File: config.mk
export PLATFORM = sky130hd
export DESIGN_NAME = mem_access_ctrl
export DESIGN_NICKNAME = d
export VERILOG_FILES = /design/src/rtl/mem_ctrl_pkg.sv /design/src/rtl/rr_arbiter2.sv /design/src/rtl/mem_access_ctrl.sv
export SDC_FILE = /design/constraint.sdc
export NUM_CORES = 1
export LEC_CHECK = 0
export CAP_MARGIN = 20
export CORE_MARGIN = 2
export CORE_UTILIZATION = 40
export DETAILED_ROUTE_END_ITERATION = 16
export MAX_ROUTING_LAYER = met4
export PLACE_DENSITY = 0.82
export SLEW_MARGIN = 10
export SYNTH_ARGS = -nofsm -noshare
export SYNTH_HDL_FRONTEND = slang
export SYNTH_SLANG_ARGS = --single-unit
File: constraint.sdc
create_clock -name clk -period 3.7 [get_ports clk]
set_clock_uncertainty 0.15 [all_clocks]
set_input_delay 1.11 -clock clk [delete_from_list [all_inputs] [get_ports clk]]
set_output_delay 1.11 -clock clk [all_outputs]
set_load 0.02 [all_outputs]
File: src/rtl/mem_ctrl_pkg.sv
// Shared types for the memory access sequencer: FSM states, grant source codes, latency limits.
package mem_ctrl_pkg;

  typedef enum logic [1:0] {
    IDLE    = 2'd0,
    ACCESS  = 2'd1,
    CAPTURE = 2'd2
  } state_t;

  localparam logic SRC_FETCH = 1'b0;
  localparam logic SRC_DATA  = 1'b1;

  localparam int MEM_LAT_MIN = 1;
  localparam int MEM_LAT_MAX = 4;
  localparam int CNT_W       = 2;

  function automatic bit mem_lat_legal(input int lat);
    return (lat >= MEM_LAT_MIN) && (lat <= MEM_LAT_MAX);
  endfunction

endpackage

File: src/rtl/rr_arbiter2.sv
// Two-source round-robin arbiter; combinational one-hot grant (bit0 fetch, bit1 data),
// gated by i_grant_en. A tie goes to the source not granted last.
module rr_arbiter2
  import mem_ctrl_pkg::*;
(
  input  logic       clk,
  input  logic       reset,
  input  logic [1:0] i_req,
  input  logic       i_grant_en,
  output logic [1:0] o_grant
);

  logic r_last_grant;

  always_comb begin
    o_grant = 2'b00;
    if (i_grant_en) begin
      case (i_req)
        2'b01:   o_grant = 2'b01;
        2'b10:   o_grant = 2'b10;
        2'b11:   o_grant = (r_last_grant == SRC_DATA) ? 2'b01 : 2'b10;
        default: o_grant = 2'b00;
      endcase
    end
  end

  // Reset to data so that fetch wins the first tie.
  always_ff @(posedge clk or posedge reset) begin
    if (reset) begin
      r_last_grant <= SRC_DATA;
    end else if (|o_grant) begin
      r_last_grant <= o_grant[1];
    end
  end

endmodule

File: src/rtl/mem_access_ctrl.sv
// Arbitrates fetch/data requests onto the single-port memory and loads the MDR on reads.
// Write done at k+1, read done/MDR load at k+1+MEM_LAT; requests wait (held high) while busy.
module mem_access_ctrl
  import mem_ctrl_pkg::*;
#(
  parameter int ADDR_W  = 16,
  parameter int DATA_W  = 16,
  parameter int MEM_LAT = 1
) (
  input  logic              clk,
  input  logic              reset,
  input  logic              fetch_req,
  input  logic [ADDR_W-1:0] fetch_addr,
  output logic              fetch_done,
  input  logic              data_req,
  input  logic              data_we,
  input  logic [ADDR_W-1:0] data_addr,
  input  logic [DATA_W-1:0] data_wdata,
  output logic              data_done,
  output logic [ADDR_W-1:0] mem_addr,
  output logic              mem_we,
  output logic [DATA_W-1:0] mem_wdata,
  input  logic [DATA_W-1:0] mem_rdata,
  output logic              mdr_write,
  output logic [DATA_W-1:0] mdr_in,
  output logic              busy
);

  if (!mem_lat_legal(MEM_LAT)) begin : g_bad_lat
    $error("mem_access_ctrl: MEM_LAT must be within 1..4");
  end

  localparam logic [CNT_W-1:0] LAT_LOAD = CNT_W'(MEM_LAT - 1);

  state_t            r_state;
  state_t            w_next;
  logic [CNT_W-1:0]  r_cnt;
  logic              r_src;
  logic              r_we;
  logic [ADDR_W-1:0] r_addr;
  logic [DATA_W-1:0] r_wdata;
  logic [1:0]        w_grant;
  logic              w_grant_en;

  assign w_grant_en = (r_state == IDLE);

  rr_arbiter2 u_arb (
    .clk        (clk),
    .reset      (reset),
    .i_req      ({data_req, fetch_req}),
    .i_grant_en (w_grant_en),
    .o_grant    (w_grant)
  );

  always_ff @(posedge clk or posedge reset) begin
    if (reset) begin
      r_state <= IDLE;
    end else begin
      r_state <= w_next;
    end
  end

  // All handshake outputs decode registered state only; req inputs never reach them.
  always_comb begin
    w_next     = r_state;
    mem_we     = 1'b0;
    mdr_write  = 1'b0;
    mdr_in     = '0;
    fetch_done = 1'b0;
    data_done  = 1'b0;
    case (r_state)
      IDLE: begin
        if (|w_grant) w_next = ACCESS;
      end
      ACCESS: begin
        if (r_we) begin
          mem_we    = 1'b1;
          data_done = 1'b1;
          w_next    = IDLE;
        end else if (r_cnt == '0) begin
          w_next = CAPTURE;
        end
      end
      CAPTURE: begin
        mdr_write = 1'b1;
        mdr_in    = mem_rdata;
        if (r_src == SRC_FETCH) fetch_done = 1'b1;
        else                    data_done  = 1'b1;
        w_next = IDLE;
      end
      default: w_next = IDLE;
    endcase
  end

  assign busy      = (r_state != IDLE);
  assign mem_addr  = r_addr;
  assign mem_wdata = r_wdata;

  // Winner's request is frozen here; later req/addr changes are ignored until IDLE.
  always_ff @(posedge clk or posedge reset) begin
    if (reset) begin
      r_cnt   <= '0;
      r_src   <= SRC_DATA;
      r_we    <= 1'b0;
      r_addr  <= '0;
      r_wdata <= '0;
    end else if (|w_grant) begin
      r_cnt  <= LAT_LOAD;
      r_src  <= w_grant[1];
      r_we   <= w_grant[1] & data_we;
      r_addr <= w_grant[1] ? data_addr : fetch_addr;
      if (w_grant[1]) r_wdata <= data_wdata;
    end else if (r_state == ACCESS && r_cnt != '0) begin
      r_cnt <= r_cnt - 1'b1;
    end
  end

endmodule
==> flow_summary.ini, run 1 <==
[outcome]
outcome = finished clean

[worst_setup_path]
worstPathArrival_ns = 2.32
end_kind = primary output
rr_worst_depth = 6
crit_fanout = 1
crit_required_ns = 2.44
r2r_start = r_state[0]
start_kind = primary input
rrSetupSlack_ns = 1.54
path_class = primary input to primary output
reg2reg_to = mem_wdata[13]

[pwr]
switching_share_pct = 40.1
ir_worst_vdd_v = 0.000399
powerDensity_nw_per_um2 = 766
intPower_w = 0.00153
pwr-share-seq_pct = 28.8
clockPowerShare_pct = 11.7
total_power_w = 0.00255
pwr-share-comb_pct = 59.5
leakage_nw = 1.31
netSwitchingPower_w = 0.00102

[synth]
syn_avg_cell_area_um2 = 10.9
synth_area_leader_cell = dfrtp_1
synth_top_area_share_pct = 46.1
syn_inst = 184
ys_types = 33
mappedNetlistArea_um2 = 2010
synthTopCellsByArea = dfrtp_1 46%, o2111ai_1 7.0%, mux2_4 6.7%, and2_1 5.6%, a31oi_1 5.0%
syn_nets = 257
ys_seq_area_share_pct = 47.4
synth_warnings = 0
yosys_register_bits = 38

[worst_hold_path]
min_from = mem_wdata[12]
hold_path_depth = 1
min_to = mem_wdata[12]
hold_path.class = register to register

[placed_design]
portBuffers = 121
globalplace.congestion = 0.750
hpwl_mm = 4.10
dpl_cell_area_um2 = 3240
dp_cells = 363

[floorplan]
die_h_um = 74.8
initial_utilization_pct = 41.9
num_io_pins = 122
die_area_um2 = 5600
fp.dieW_um = 74.8
core_area_um2 = 4790
core.rowCount = 25

[sta]
rsz0062_at_grt = no
final_hold_viol_count = 0
slew_violations = 0
finalSetupViolCount = 0
slew_headroom_pct = 40.7
fin_crit_sh_pct = 96.7
tightest_slew_ns = 0.885
fmax_mhz = 280
min_period_ns = 3.58
tns_ns = 0

[clocking]
clockBufferDepth = 2
numClockSinks = 38
ctsResizeCount = 0
htreeDepth = 2
cts_tree = done
clkSlewWorstSetupHoldPaths_ns = 0.07
cts_setup_buffers = 0
cts_buffers = 5
cts_root_buffer = clkbuf_8
worstSkewPairLatency_ns = 0.29
cts_hold_buf = 0

[global_route]
antenna_found_initial = 0
grt_pass1_vias = 1921
grt_pass1_wl_mm = 8.59
grt_max_degree = 26
gr-total-overflow = 0
grt_usage_pct = 20.8

[drt]
wl_mm = 5.40
routedWlPerCell_um = 14.6
dr.pass1.iters = 4
via_count = 1895
viasPerCell = 5.11
post-route-drc-count = 0
drt_iter0_markers = 64
drtAntennaViolNets = 0

[final_layout]
nets = 376
fin_util_pct = 69.6
fin_cells = 371
syn_to_final_growth_pct = 66.0
final_area_um2 = 3330
diodes = 0
drive_above_1_share_pct = 11.8

[run]
drv_cap = 0
[flip-flops by register name, indices dropped and copies added (netlist names)]
register and count:
mem_wdata 16, r_state 2, r_we 1, mem_addr 16, u_arb.r_last_grant 1, r_cnt 2
[cell families (layout without fill, tap and decap cells)]
group	Yosys count	count (layout)	share of synthesized area, %
compound gates	57	57	19.0
simple gates	44	44	12.8
flops	38	38	47.4
buf+inv	24	144	7.17
mux	16	16	10.7
fa+ha+maj	4	4	2.49
xor+xnor	1	1	0.436
[layout by cell type (no fill, tap or decap), types with 2 or more instances in the layout]
| cell type | instances |
|---|---|
| clkdlybuf4s50_1 | 121 |
| dfrtp_1 | 37 |
| and2_1 | 18 |
| nor2_1 | 18 |
| o2111ai_1 | 16 |
| a31oi_1 | 16 |
| o21ai_0 | 15 |
| mux2_4 | 9 |
| inv_1 | 7 |
| mux2_2 | 7 |
| clkbuf_8 | 6 |
| buf_4 | 6 |
| ha_1 | 4 |
| nor2b_1 | 3 |
| a21oi_1 | 3 |
| clkinv_1 | 2 |
[cells in the mapped netlist, drive strengths merged]
master,count
a21oi,4
clkbuf,5
and2,18
clkinv,1
o22ai,1
o2111ai,16
o21ai,16
dfstp,1
mux2,16
nor2b,3
a31oi,16
a211oi,1
inv,8
o21a,1
xnor2,1
ha,4
a21o,1
nor2,19
nand2b,1
o2bb2ai,1
or3b,2
buf,10
nand2,1
dfrtp,37
[layer usage]
| metal | part of all wire [%] | vias to the layer above | track usage [%] | wire, um |
|---|---|---|---|---|
| met5 | 0 | - | - | 0 |
| met3 | 9.1 | 8 | 6.69 | 490 |
| met2 | 50 | 95 | 35.7 | 2690 |
| li1 | - | 902 | - | - |
| met1 | 40 | 890 | 23.1 | 2170 |
| met4 | 1.0 | 0 | 5.75 | 54 |
[power by group through the flow]
stage / Clock, W / Combinational [W] / Sequential (W)
global placement: 0 / 0.00150 / 0.000730
floorplan: 0 / 0.000695 / 0.000955
detailed placement: 0 / 0.00153 / 0.000745
global route: 0.000327 / 0.00164 / 0.000762
finish: 0.000300 / 0.00152 / 0.000735
CTS: 0.000310 / 0.00154 / 0.000736
[cell type report]
cell class                      instances  area, um^2
Clock buffer                            6        82.6
Clock inverter                          2        12.5
Fill cell                             361        1450
Inverter                                9        33.8
Multi-Input combinational cell        122         911
Sequential cell                        38         952
Tap cell                               67        83.8
Timing Repair Buffer                  127        1260
[worst max-delay path by stage]
stage / startpoint / to / slack, ns
2_1_floorplan: mem_rdata[0] / mdr_in[0] / 1.11
3_3_place_gp: mem_rdata[13] / mdr_in[13] / 0.13
3_5_place_dp: mem_rdata[2] / mdr_in[2] / 0.10
4_1_cts: mem_rdata[2] / mdr_in[2] / 0.1
5_1_grt: mem_rdata[2] / mdr_in[2] / 0.06
6_report: mem_rdata[2] / mdr_in[2] / 0.12
[per-stage QoR]
stage                     setup WS [ns]  hold WS (ns)
after floorplan                    1.11         0.353
after global placement            0.126         0.339
after detailed placement          0.101         0.348
after CTS                        0.0990         0.368
after global routing             0.0627         0.377
final                             0.123         0.364
[critical path, cell delays in order]
cell and delay (ns):
clkdlybuf4s50_1 0.46, and2_1 0.14, clkdlybuf4s50_1 0.60
No activity file was read; power rests on OpenSTA's default activity.
==> run 2, diff against run 1 <==
--- a/config.mk
+++ b/config.mk
@@ -6,6 +6,7 @@
 export NUM_CORES = 1
 export LEC_CHECK = 0
 export CAP_MARGIN = 20
+export CORE_ASPECT_RATIO = 0.75
 export CORE_MARGIN = 2
 export CORE_UTILIZATION = 40
 export DETAILED_ROUTE_END_ITERATION = 16
==> flow_summary.ini, run 2 (same netlist as run 1, synthesis figures left out) <==
[outcome]
outcome = finished, violations left
failed_checks = design-rule violations

[worst_setup_path]
crit_required_ns = 2.44
crit_fanout = 1
slowest_delay_ns = 0.60
r2r_start = r_state[0]
path_class = primary input to primary output
worstSetupStartpoint = mem_rdata[6]
crit_top_cell = clkdlybuf4s50_1
start_kind = primary input
slowest_stage = clkdlybuf4s50_1
worstPathArrival_ns = 2.30
end_kind = primary output
cp_cell_sequence = clkdlybuf4s50_1 -> and2_1 -> clkdlybuf4s50_1

[run]
drv_cap = 0

[drt]
routedWlPerCell_um = 14.7
dr.pass1.iters = 13
via_count = 1839
wl_mm = 5.35
viasPerCell = 5.07
drtAntennaViolNets = 0
post-route-drc-count = 5
drt_iter0_markers = 87

[clocking]
cts_buffers = 5
clockBufferDepth = 2
cts_root_buffer = clkbuf_8
numClockSinks = 38
cts_setup_buffers = 0
worstSkewPairLatency_ns = 0.28
cts_hold_buf = 0
cts_tree = done
htreeDepth = 2
ctsResizeCount = 0
clkSlewWorstSetupHoldPaths_ns = 0.08

[floorplan]
num_io_pins = 122
core_area_um2 = 4870
die_area_um2 = 5610
die_h_um = 65.3
core.rowCount = 22
initial_utilization_pct = 41.2
fp.dieW_um = 85.8

[final_layout]
nets = 375
final_common_cell = clkdlybuf4s50_1
fillers = 395
layout_common_cells = 121 x clkdlybuf4s50_1, 37 x dfrtp_1, 18 x and2_1, 18 x nor2_1
syn_to_final_growth_pct = 67.3
fin_util_pct = 68.9
drive_above_1_share_pct = 11.6
diodes = 0
fin_cells = 363

[global_route]
antenna_found_initial = 0
grt_pass1_vias = 1821
grt_max_degree = 39
grt_usage_pct = 20.1
gr-total-overflow = 0
grt_pass1_wl_mm = 8.63

[sta]
tightest_slew_ns = 0.738
tns_ns = 0
finalSetupViolCount = 0
final_hold_viol_count = 0
min_period_ns = 3.56
fin_crit_sh_pct = 96.2
slew_violations = 0
rsz0062_at_grt = no
fmax_mhz = 281
slew_headroom_pct = 50.8

[worst_hold_path]
hold_path.class = register to register
min_from = mem_wdata[11]

[pwr]
ir_worst_vdd_v = 0.000374
pwr-share-comb_pct = 56.4
pwr-share-seq_pct = 27.8
netSwitchingPower_w = 0.00103
switching_share_pct = 38.4
clockPowerShare_pct = 15.8
powerDensity_nw_per_um2 = 796
intPower_w = 0.00165
leakage_nw = 1.33
total_power_w = 0.00267

[placed_design]
portBuffers = 121
globalplace.congestion = 0.789
hpwl_mm = 3.98
dp_cells = 355
==> run 2: cell count changes in the layout (fill, tap and decap cells not counted), sizes merged <==
cell / before / now
bufinv: 0 / 2
clkinvlp: 1 / 0
clkbuf: 6 / 5
buf: 6 / 5
inv: 7 / 8
clkinv: 3 / 2
==> run 2: final cells by class <==
class	instances	area, um^2	share of cell area (%)
Clock buffer	5	68.8	2.05
Sequential cell	38	952	28.4
Timing Repair Buffer	126	1250	37.2
Tap cell	60	75.1	2.24
Clock inverter	3	68.8	2.05
Multi-Input combinational cell	122	911	27.1
Inverter	9	33.8	1.01
==> run 2: through the flow <==
stage	hold slack, ns	worst slack [ns]	area (um^2)
final	0.362	0.141	3360
after global routing	0.384	0.0996	3360
after CTS	0.365	0.129	3360
after detailed placement	0.346	0.129	3220
after global placement	0.339	0.151	3220
after floorplan	0.353	1.11	2010
==> run 2: critical path, delay by kind of cell <==
kind	cells	cell delay [ns]
AND/OR/NAND/NOR	1	0.13
buffers and inverters	2	1.06
==> run 2: path summary, 6_finish.rpt <==
| kind | slack [ns] | endpoint | cells past startpoint |
|---|---|---|---|
| setup / recovery | 0.14 | mdr_in[6] | 3 |
| hold / removal | 0.36 | mem_wdata[11] | 1 |
| setup reg to reg | 1.48 | mem_wdata[12] | 6 |
| hold reg to reg | 0.36 | mem_wdata[11] | 1 |
| max in group asynchronous | 1.95 | u_arb.r_last_grant | 3 |
| min in group asynchronous | 1.08 | mem_wdata[5] | 3 |
==> run 2: power groups by stage <==
| stage | clock (W) | sequential, W | combinational, W |
|---|---|---|---|
| after global placement | 0 | 0.000743 | 0.00149 |
| after floorplan | 0 | 0.000955 | 0.000695 |
| after global routing | 0.000448 | 0.000773 | 0.00162 |
| after detailed placement | 0 | 0.000749 | 0.00151 |
| after CTS | 0.000427 | 0.000745 | 0.00152 |
| final | 0.000422 | 0.000744 | 0.00151 |
==> run 2: routing by layer <==
| layer | wire length, um | part of all wire (%) | global-route usage [%] |
|---|---|---|---|
| met4 | 40 | 0.75 | 4.76 |
| met3 | 349 | 6.5 | 5.03 |
| met1 | 2390 | 45 | 24.9 |
| met2 | 2570 | 48 | 33.6 |
| met5 | 0 | 0 | - |
==> run 3, diff against run 2 <==
--- a/config.mk
+++ b/config.mk
@@ -5,13 +5,14 @@
 export SDC_FILE = /design/constraint.sdc
 export NUM_CORES = 1
 export LEC_CHECK = 0
+export ABC_AREA = 1
 export CAP_MARGIN = 20
 export CORE_ASPECT_RATIO = 0.75
 export CORE_MARGIN = 2
 export CORE_UTILIZATION = 40
 export DETAILED_ROUTE_END_ITERATION = 16
 export MAX_ROUTING_LAYER = met4
-export PLACE_DENSITY = 0.82
+export PLACE_DENSITY = 0.81
 export SLEW_MARGIN = 10
 export SYNTH_ARGS = -nofsm -noshare
 export SYNTH_HDL_FRONTEND = slang
==> flow_summary.ini, run 3 <==
[outcome]
outcome = finished clean

[pwr]
powerDensity_nw_per_um2 = 721
total_power_w = 0.00245
ir_worst_vdd_v = 0.000401
leakage_nw = 1.83

[clocking]
clockBufferDepth = 2
cts_tree = done
cts_buffers = 5
numClockSinks = 38
cts_setup_buffers = 0
htreeDepth = 2
cts_hold_buf = 0
clkSlewWorstSetupHoldPaths_ns = 0.07
ctsResizeCount = 0
worstSkewPairLatency_ns = 0.28
cts_root_buffer = clkbuf_8

[synth]
synth_area_leader_cell = dfrtp_1
yosys_register_bits = 38
synthTopCellsByArea = dfrtp_1 45%, nand2_1 20%, nand3_1 12%, inv_1 11%, ha_1 2.4%
syn_avg_cell_area_um2 = 7.16
synth_warnings = 0
synth_edf_count = 0
yosysMostFrequentCell = nand2_1
syn_inst = 287
synth-async-reset-ratio_pct = 100
ys_types = 19
mappedNetlistArea_um2 = 2050
ys_seq_area_share_pct = 46.3
synth_top_area_share_pct = 45.1
synth_common_cells = 108 x nand2_1, 58 x inv_1, 50 x nand3_1, 37 x dfrtp_1, 8 x buf_2
synth_ff_type = dfrtp_1
syn_nets = 360

[sta]
tns_ns = 0
fin_crit_sh_pct = 95.9
rsz0062_at_grt = no
final_hold_viol_count = 0
worst_hold_slack_ns = 0.324
slew_headroom_pct = 67.3
tightest_slew_ns = 0.491
finalSetupViolCount = 0
fmax_mhz = 282
min_period_ns = 3.55
slew_violations = 0

[floorplan]
num_io_pins = 122
initial_utilization_pct = 41.7
die_h_um = 66.1
die_area_um2 = 5730
core.rowCount = 22
core_area_um2 = 4930
fp.dieW_um = 86.8

[worst_setup_path]
worstPathArrival_ns = 2.29
r2r_start = r_state[0]
endpoint = mdr_in[13]
slowest_stage = clkdlybuf4s50_1
end_kind = primary output
start_kind = primary input
rrSetupSlack_ns = 1.89
crit_fanout = 1
reg2reg_to = mem_addr[14]
rr_worst_depth = 8
cp_cell_sequence = clkdlybuf4s50_1 -> nand2_1 -> inv_1 -> clkdlybuf4s50_1
crit_top_cell = clkdlybuf4s50_1
crit_required_ns = 2.44
slowest_delay_ns = 0.61
worstSetupStartpoint = mem_rdata[13]
path_class = primary input to primary output

[final_layout]
final_common_cell = clkdlybuf4s50_1
layout_common_cells = 121 x clkdlybuf4s50_1, 108 x nand2_1, 58 x inv_1
nets = 479
diodes = 0
drive_above_1_share_pct = 4.43
fillers = 425
final_area_um2 = 3400
syn_to_final_growth_pct = 65.4
regArea_um2 = 952
multi_input_comb_area_um2 = 783

[placed_design]
hpwl_mm = 4.22
dpl_cell_area_um2 = 3290
portBuffers = 121
globalplace.congestion = 0.766

[global_route]
grt_pass1_vias = 2042
grt_pass1_wl_mm = 9.37
gr-total-overflow = 0
antenna_found_initial = 0
grt_usage_pct = 21.1
grt_max_degree = 39

[drt]
post-route-drc-count = 0
drtAntennaViolNets = 0
wl_mm = 5.76
drt_iter0_markers = 75
viasPerCell = 4.60
dr.pass1.iters = 7
via_count = 2144
routedWlPerCell_um = 12.4

[worst_hold_path]
hold_path.class = register to register

[run]
drv_cap = 0
-- run 3: cells by family (layout without fill, tap and decap cells) --
family | Yosys count | count (layout) | synth area share (%)
DFF | 38 | 38 | 46.3
buffers and inverters | 74 | 193 | 15.5
AOI/OAI and AO/OA | 8 | 8 | 2.25
and+or+nand+nor | 163 | 163 | 33.4
adders and majority gates | 4 | 4 | 2.44
-- run 3: worst max-delay path: cells and delay by family --
family / cells / cell delay (ns)
buf+inv: 3 / 1.12
simple gates: 1 / 0.05
-- run 3: cell type report --
cell class	instances	share of cell area (%)
repair buffers	126	36.7
flip-flops and latches	38	28.0
multi-input cells	175	23.0
inverters	60	6.66
clock buffers	6	2.43
well taps	60	2.21
clock inverters	1	0.884
-- run 3: through the flow --
step	util, %	setup WS (ns)	cells
floorplan	-	0.947	287
global placement	66.7	0.156	459
detailed placement	66.7	0.140	459
CTS	69.0	0.140	466
global route	69.0	0.0997	466
finish	69.0	0.153	466
-- run 3: worst min-delay path by stage --
stage | end | slack, ns | start | cells past startpoint
2_1_floorplan | u_arb.r_last_grant | 0.31 | u_arb.r_last_grant | 2
5_1_grt | mem_wdata[9] | 0.35 | mem_wdata[9] | 2
3_5_place_dp | mem_wdata[6] | 0.31 | mem_wdata[6] | 2
3_3_place_gp | mem_wdata[5] | 0.30 | mem_wdata[5] | 2
6_report | mem_wdata[3] | 0.32 | mem_wdata[3] | 2
4_1_cts | mem_wdata[6] | 0.33 | mem_wdata[6] | 2
-- run 3: layer usage --
metal	up-vias	wire (um)	global-route usage (%)
li1	1091	-	-
met2	59	2810	36.3
met5	-	0	-
met4	0	18	3.52
met1	992	2590	25.7
met3	2	330	5.49
-- run 3: power breakdown --
part	switching, W	total (W)	internal (W)	leakage (nW)
Combinational	0.000771	0.00138	0.000607	1.30
Sequential	0.000111	0.000724	0.000613	0.470
Clock	0.000134	0.000349	0.000216	0.0573
